===== src/rtl/riscv_hpc_reader.sv =====
// riscv_hpc_reader: snapshot-based reader for the six instruction-type HPC counters
// Ports:
//   clk, rst_i                 clock and synchronous active-high reset
//   cnt_rtype..cnt_jtype       live counter values, indices 0..5
//   req_valid/req_ready/req_addr   read request: 0..5 single, DUMP_ADDR all six, else illegal
//   rsp_valid/rsp_ready        response beat handshake
//   rsp_data/rsp_idx/rsp_last/rsp_err   beat payload
//   busy                       a response is in progress
module riscv_hpc_reader #(
    parameter int         CNT_W     = 32,
    parameter logic [2:0] DUMP_ADDR = 3'd7
) (
    input  logic             clk,
    input  logic             rst_i,
    input  logic [CNT_W-1:0] cnt_rtype,
    input  logic [CNT_W-1:0] cnt_itype,
    input  logic [CNT_W-1:0] cnt_stype,
    input  logic [CNT_W-1:0] cnt_btype,
    input  logic [CNT_W-1:0] cnt_utype,
    input  logic [CNT_W-1:0] cnt_jtype,
    input  logic             req_valid,
    output logic             req_ready,
    input  logic [2:0]       req_addr,
    output logic             rsp_valid,
    input  logic             rsp_ready,
    output logic [CNT_W-1:0] rsp_data,
    output logic [2:0]       rsp_idx,
    output logic             rsp_last,
    output logic             rsp_err,
    output logic             busy
);
    typedef enum logic {IDLE, SEND} state_t;

    state_t           state_q;
    logic [CNT_W-1:0] snap_q [6];
    logic [CNT_W-1:0] cnt_in [6];
    logic             rsp_valid_q;
    logic [CNT_W-1:0] rsp_data_q;
    logic [2:0]       rsp_idx_q;
    logic             rsp_last_q;
    logic             rsp_err_q;
    logic             is_dump;
    logic             is_single;
    logic [2:0]       idx_d;

    assign cnt_in[0] = cnt_rtype;
    assign cnt_in[1] = cnt_itype;
    assign cnt_in[2] = cnt_stype;
    assign cnt_in[3] = cnt_btype;
    assign cnt_in[4] = cnt_utype;
    assign cnt_in[5] = cnt_jtype;

    // dump decode wins if DUMP_ADDR is ever set inside the single-read range
    assign is_dump   = req_addr == DUMP_ADDR;
    assign is_single = !is_dump && req_addr < 3'd6;
    assign idx_d     = rsp_idx_q + 3'd1;

    always_ff @(posedge clk) begin
        if (rst_i) begin
            state_q     <= IDLE;
            rsp_valid_q <= 1'b0;
            rsp_data_q  <= '0;
            rsp_idx_q   <= '0;
            rsp_last_q  <= 1'b0;
            rsp_err_q   <= 1'b0;
            for (int i = 0; i < 6; i++) snap_q[i] <= '0;
        end else begin
            case (state_q)
                IDLE: if (req_valid) begin
                    // first beat is loaded straight from the live inputs, which equal the snapshot being captured
                    snap_q      <= cnt_in;
                    state_q     <= SEND;
                    rsp_valid_q <= 1'b1;
                    rsp_idx_q   <= is_dump ? 3'd0 : req_addr;
                    rsp_data_q  <= is_dump ? cnt_in[0] : is_single ? cnt_in[req_addr] : '0;
                    rsp_last_q  <= !is_dump;
                    rsp_err_q   <= !is_dump && !is_single;
                end
                SEND: if (rsp_ready) begin
                    if (rsp_last_q) begin
                        state_q     <= IDLE;
                        rsp_valid_q <= 1'b0;
                    end else begin
                        rsp_idx_q  <= idx_d;
                        rsp_data_q <= snap_q[idx_d];
                        rsp_last_q <= idx_d == 3'd5;
                    end
                end
                default: state_q <= IDLE;
            endcase
        end
    end

    assign req_ready = state_q == IDLE;
    assign busy      = state_q == SEND;
    assign rsp_valid = rsp_valid_q;
    assign rsp_data  = rsp_data_q;
    assign rsp_idx   = rsp_idx_q;
    assign rsp_last  = rsp_last_q;
    assign rsp_err   = rsp_err_q;
endmodule

===== config.mk =====
export PLATFORM = sky130hd
export DESIGN_NAME = riscv_hpc_reader
export DESIGN_NICKNAME = d
export VERILOG_FILES = /design/src/rtl/riscv_hpc_reader.sv
export SDC_FILE = /design/constraint.sdc
export NUM_CORES = 1
export LEC_CHECK = 0
export ABC_AREA = 1
export BUFFER_PORTS_ARGS = -buffer_cell sky130_fd_sc_hd__buf_4
export CORE_ASPECT_RATIO = 1.1
export CORE_MARGIN = 2
export CORE_UTILIZATION = 43
export DETAILED_ROUTE_END_ITERATION = 10
export GPL_ROUTABILITY_DRIVEN = 0
export PLACE_DENSITY = 0.64
export SETUP_SLACK_MARGIN = 0.1
export SYNTH_ARGS = -nofsm -noshare
export SYNTH_HDL_FRONTEND = slang
export SYNTH_SLANG_ARGS = --single-unit

===== constraint.sdc =====
create_clock -name clk -period 2.4 [get_ports clk]
set_input_delay 0.24 -clock clk [delete_from_list [all_inputs] [get_ports clk]]
set_output_delay 0.24 -clock clk [all_outputs]
set_load 0.05 [all_outputs]

# ---- Word level (Yosys, flattened, before mapping)
# Index checks and enable logic that the tools add are counted.
dict set report word_totals {
  ff_bits 231
  wordCells 62
  input_bits 199
}
dict set report op_classes {
  bitwise 3
  n_reduce_logical 8
  n_mux 29
  add_sub_neg 1
  order_cmp 3
  eq_ne 6
}
# op count
set op_table {}
lappend op_table {{$mux W32} 9}
lappend op_table {{$bmux W32 S3} 2}
lappend op_table {{$pmux W32 S2} 1}
lappend op_table {{$mux W3} 4}
lappend op_table {{$mux W1} 9}
lappend op_table {{$ge A4 B4 Y1 const B} 2}
lappend op_table {{$not A3 Y4} 2}
lappend op_table {{$eq A3 B3 Y1 const B} 2}
lappend op_table {{$ne A2 B2 Y1 const B} 3}
lappend op_table {{$pmux W1 S2} 3}
lappend op_table {{$pmux W3 S2} 1}
lappend op_table {{$reduce_and A3 Y1} 2}
lappend op_table {{$reduce_and A2 Y1} 2}
lappend op_table {{$add A3 B1 Y3 const B} 1}
lappend op_table {{$lt A3 B3 Y1 const B} 1}
lappend op_table {{$logic_and A1 B1 Y1} 2}
lappend op_table {{$logic_not A1 Y1} 2}
lappend op_table {{$ne A2 B1 Y1 const B} 1}
lappend op_table {{$not A1 Y1} 1}

# ---- Logic depth before layout (Yosys ltp)
dict set report depth {
  ltp_word 8
  depth_mapped 13
}

# ---- Least setup slack after synthesis
# OpenSTA, ideal clock, no wires.
dict set report synth_timing {
  path_kind {reg2reg}
  from {register rsp_idx_q[0], in the netlist rsp_idx[0]}
  to {register rsp_data_q[23], in the netlist rsp_data[23]}
  path_buffers 4
  stages_incl_launch_ff 14
  t_arrival_ps 2277
  slack_ps 53
  cell_sequence {dfxtp_1 buf_4 inv_2 buf_2 ha_1 buf_2 inv_2 nand3_1 buf_2 a21oi_1 nor2_1 nand2_1 nand2_1 a21oi_1}
}
dict set report synth_via {
  elab_chain_cells 8
}
# element line_no
set synth_rtl {}
lappend synth_rtl {{start: declaration} 39} ;# logic [2:0] rsp_idx_q;
lappend synth_rtl {{start signal: assignment} 74} ;# rsp_idx_q <= is_dump ? 3'd0 : req_addr;
lappend synth_rtl {{start signal: assignment} 84} ;# rsp_idx_q <= idx_d;
lappend synth_rtl {{$add A3 B1 Y3} 56} ;# assign idx_d = rsp_idx_q + 3'd1;
lappend synth_rtl {{$not A3 Y4 (not written as such)} 85} ;# rsp_data_q <= snap_q[idx_d];
lappend synth_rtl {{$bmux W32 S3} 85}
lappend synth_rtl {{$mux W32 (not written as such) (2 in series)} 85}
lappend synth_rtl {{$mux W32} 80} ;# if (rsp_last_q) begin
lappend synth_rtl {{$mux W32} 79} ;# SEND: if (rsp_ready) begin
lappend synth_rtl {{$pmux W32 S2} 68} ;# case (state_q)
lappend synth_rtl {{end signal: assignment} 75} ;# rsp_data_q <= is_dump ? cnt_in[0] : is_single ? cnt_in[req_addr] : '0;
lappend synth_rtl {{end signal: assignment} 85}
lappend synth_rtl {{end: declaration} 38} ;# logic [CNT_W-1:0] rsp_data_q;
# Every way passes these cells. The select of a mux whose other input is x is not followed.
# A chain may end at the register's enable or synchronous reset.

# ---- Final worst setup path
dict set report layout_timing {
  from {register state_q, in the netlist busy}
  to {output req_ready}
}
dict set report layout_via {
  elab_chain_cells 1
}
# element line_no
set layout_rtl {}
lappend layout_rtl {{start: declaration} 34} ;# state_t state_q;
lappend layout_rtl {{start signal: assignment} 60} ;# state_q <= IDLE;
lappend layout_rtl {{start signal: assignment} 72} ;# state_q <= SEND;
lappend layout_rtl {{start signal: assignment} 81} ;# state_q <= IDLE;
lappend layout_rtl {{$not A1 Y1 (no source line)} -}
lappend layout_rtl {{end: declaration} 22} ;# output logic req_ready,
# Every way passes these cells.

==> PnR_summary.wiki <==
{| class="wikitable"
! Metric !! Value
|-
| Clk Latency, worst-skew pair || between 0.5 and 0.6 ns
|-
| Leading cell type by number of instances after synthesis || sky130_fd_sc_hd__nand2_1
|-
| Cell count after synthesis || between 1,500 and 2,000
|-
| Delay of the slowest cell on the worst path || 0.41 ns
|-
| Post-route minimum period || just over 2 ns
|-
| Unrepaired setup endpoints after global routing || false
|-
| Mean area per synthesized cell || ~6.3 um2
|-
| Placed Cells || ~2,400
|-
| Root Buffer || sky130_fd_sc_hd__clkbuf_16
|-
| Cell row count || 64
|-
| Worst path arrival time || between 1.5 and 2 ns
|-
| Total number of clock tree sinks || between 200 and 250
|-
| DIE AREA || 0.0297 mm2
|-
| Worst flop-to-flop path endpoint || snap_q[85]$_SDFFE_PP0P_
|-
| Kind of critical path || reg -> out
|-
| DRC errors left || 0
|-
| Die span in y || about 180 um
|-
| Hold worst-path end || snap_q[109]$_SDFFE_PP0P_
|-
| Overall routed net length || between 40 and 50 mm
|-
| Netlist cell types || 25
|-
| Achievable frequency || about 0.49 GHz
|-
| Via count || between 10,000 and 15,000
|-
| Vias in the first global route || approximately 12,000
|-
| Worst setup skew after layout || between 0.008 and 0.009 ns
|-
| Dominant cells by area after synthesis || sky130_fd_sc_hd__dfxtp_1 38%, sky130_fd_sc_hd__nand2_1 15%, sky130_fd_sc_hd__o21ai_0 11%, sky130_fd_sc_hd__nor2_1 9.1%, sky130_fd_sc_hd__a21oi_1 8.0%
|-
| Post-synthesis sequential element count || approximately 230
|-
| Max Root-Sink Buffers || 3
|-
| Sequential share of the synthesized area || 0.379
|-
| Proportion of synthesized flip-flops having asynchronous set or reset || 0
|-
| HPWL reported at the end of detailed placement || roughly 28 mm
|-
| Setup TNS after final layout || 0 ns
|-
| Worst-case reg-to-reg path depth || 4
|-
| Filler cells || roughly 2,600
|-
| Reg-to-reg startpoint || busy$_SDFF_PP0_
|-
| Total count of hold-check failures in the final report || 0
|-
| # port buffers || 238
|-
| Global routing usage summed across all routing layers || 0.291
|-
| Synth Flop Type || sky130_fd_sc_hd__dfxtp_1
|-
| Share of layout cells above drive strength 1 || 0.144
|-
| Net total in the final layout || 2,423
|-
| Largest voltage drop on the vdd net || between 0.4 and 0.5 mV
|-
| Clock transition at the registers of the reported paths || 0.06 ns
|-
| Top cell family by delay on the critical path || buffers and inverters
|-
| I/O Pins || 239
|-
| Total overflow reported by the global router || 0
|-
| Post-route clock period utilization || 0.845
|-
| Initial Util || 0.438
|-
| Synthesized netlist net count || 2,133
|-
| TritonCTS clock tree || done
|-
| Cell-by-cell listing of the critical path || inv_2 > buf_12 > buf_4
|-
| Crit. End Element || primary output
|-
| Top-area cell type share of the netlist area || 0.379
|-
| Relative slew slack || 0.213
|-
| Worst Max-Slew Pin Slew || around 1.2 ns
|-
| Leak || a little under 8 nW
|-
| Count of TritonRoute iterations in the first routing pass || 5
|-
| Antenna violations before repair || 0
|-
| Fin cells || approximately 2,600
|-
| Number of design-rule violations left by the first detailed-router iteration || between 1,500 and 2,000
|-
| Core area || 0.0279 mm2
|-
| Number of instances on the worst hold path || 3
|-
| Fin Hold WS || ~0.0040 ns
|-
| Worst slack, placed || 0.489 ns
|-
| Final setup fails || 0
|-
| Hold_sp || cnt_stype[13]
|-
| TritonCTS Buffers || 26
|-
| Horiz. Die Dim || 165 um
|-
| Number of diodes || 0
|-
| Post-route ant nets || 0
|-
| Power per standard cell area || around 690 mW/mm2
|-
| CP required || 2.16 ns
|-
| First-pass GRT wire length || a little under 70 mm
|-
| Pins Over Slew Limit || 0
|-
| Type of the most critical hold path || in -> reg
|-
| Critical Path Source Type || flop
|-
| Final worst-path setup slack || about 0.37 ns
|-
| Maximum number of pins on one net before global-route repair || around 260
|-
| Outcome || complete, no violations
|-
| Count of flip-flops with a built-in enable after synthesis || 0
|-
| Max-cap check violation count || 0
|-
| Ranking of synthesized cells by instance count || 475 x sky130_fd_sc_hd__nand2_1, 297 x sky130_fd_sc_hd__nor2_1, 273 x sky130_fd_sc_hd__o21ai_0
|-
| Highest-delay cell along the critical path || sky130_fd_sc_hd__dfxtp_2
|-
| Maximum fanout encountered on the critical timing path || 28
|-
| Number of warnings issued by yosys || 0
|-
| Slack of the worst reg-to-reg path || roughly 0.40 ns
|-
| Worst Path Buf+Inv || 3
|-
| DR WL/cell || around 17 um
|-
| Area growth syn-to-layout || 34.9%
|-
| Avg Vias per Cell || 5.25
|-
| Level count of the clock H-tree || 1
|-
| Syn Std Cell Area || roughly 0.012 mm2
|-
| Area leader, netlist || sky130_fd_sc_hd__dfxtp_1
|}
worst max path at each step:
stage | start | end | slack (ns) | cells past startpoint
after floorplan | rsp_idx[0]$_SDFFE_PP0P_ | rsp_data[23]$_SDFFE_PP0P_ | 0.24 | 13
final | busy$_SDFF_PP0_ | req_ready | 0.37 | 3
after global routing | busy$_SDFF_PP0_ | req_ready | 0.29 | 3
after global placement | busy$_SDFF_PP0_ | rsp_data[7]$_SDFFE_PP0P_ | 0.55 | 8
after detailed placement | busy$_SDFF_PP0_ | rsp_data[12]$_SDFFE_PP0P_ | 0.49 | 8
after CTS | busy$_SDFF_PP0_ | req_ready | 0.16 | 3
cell usage in the layout, fill, tap and decap left out, types with 30 or more instances in the layout:
cell type and n:
sky130_fd_sc_hd__buf_4 253, sky130_fd_sc_hd__nand2_1 475, sky130_fd_sc_hd__o21ai_1 30, sky130_fd_sc_hd__dfxtp_1 229
sky130_fd_sc_hd__o211ai_1 78, sky130_fd_sc_hd__inv_1 154, sky130_fd_sc_hd__o21ai_0 273, sky130_fd_sc_hd__nor2_1 297
sky130_fd_sc_hd__a21oi_1 196, sky130_fd_sc_hd__dlygate4sd3_1 150
cell families after synthesis:
logic type	Yosys count	share of synthesized area
compound gates	580	0.255
fa+ha+maj	2	0.00205
buf+inv	315	0.112
flops	231	0.379
simple gates	804	0.252
what timing repair did:
action | CTS | global route
hold buffers | 150 | 0
hold endpoints to repair | 152 | 0
endpoints found under the setup margin | 0 | 1
setup buffers | 0 | 0
gates resized for setup | 0 | 1
state kept, by name (all words and copies together) (netlist names):
name       count
rsp_idx        3
snap_q       192
rsp_err        1
rsp_valid      1
rsp_last       1
rsp_data      32
busy           1
through the flow:
stage | instance area [um2] | power [mW] | util
floorplan | 12200 | 6.09 | -
global placement | 14100 | 7.05 | 0.504
detailed placement | 14100 | 7.07 | 0.504
CTS | 16400 | 11.4 | 0.590
global route | 16400 | 11.9 | 0.590
finish | 16400 | 11.4 | 0.590
worst min-delay path: cells and delay by family:
kind / cells / cell delay, ns
compound gates: 2 / 0.17
buf+inv: 1 / 0.08
layer usage:
metal,vias up,GRT usage,routed length [um]
met5,-,0,0
met2,668,0.408,18300
met3,63,0.0320,4000
li1,6796,-,-
met1,6135,0.471,21500
met4,0,0.0633,974
area by class of cell:
| cell class | instances | area [um2] | area share |
|---|---|---|---|
| inverter | 162 | 613 | 0.0373 |
| sequential | 231 | 4630 | 0.281 |
| clock buffer | 40 | 805 | 0.0489 |
| timing repair buffer | 415 | 3640 | 0.221 |
| tap | 363 | 454 | 0.0276 |
| multi-input combinational | 1386 | 6220 | 0.378 |
| clock inverter | 6 | 83.8 | 0.00510 |
power breakdown:
part           leakage (nW)  internal, mW  switching (mW)  total (mW)
logic                  5.37          1.06            1.83        2.90
clock network         0.440          2.51            1.65        4.16
registers              1.92          4.17           0.181        4.36
total                  7.72          7.74            3.67        11.4
Note: power is estimated with default switching activity, not from simulation.
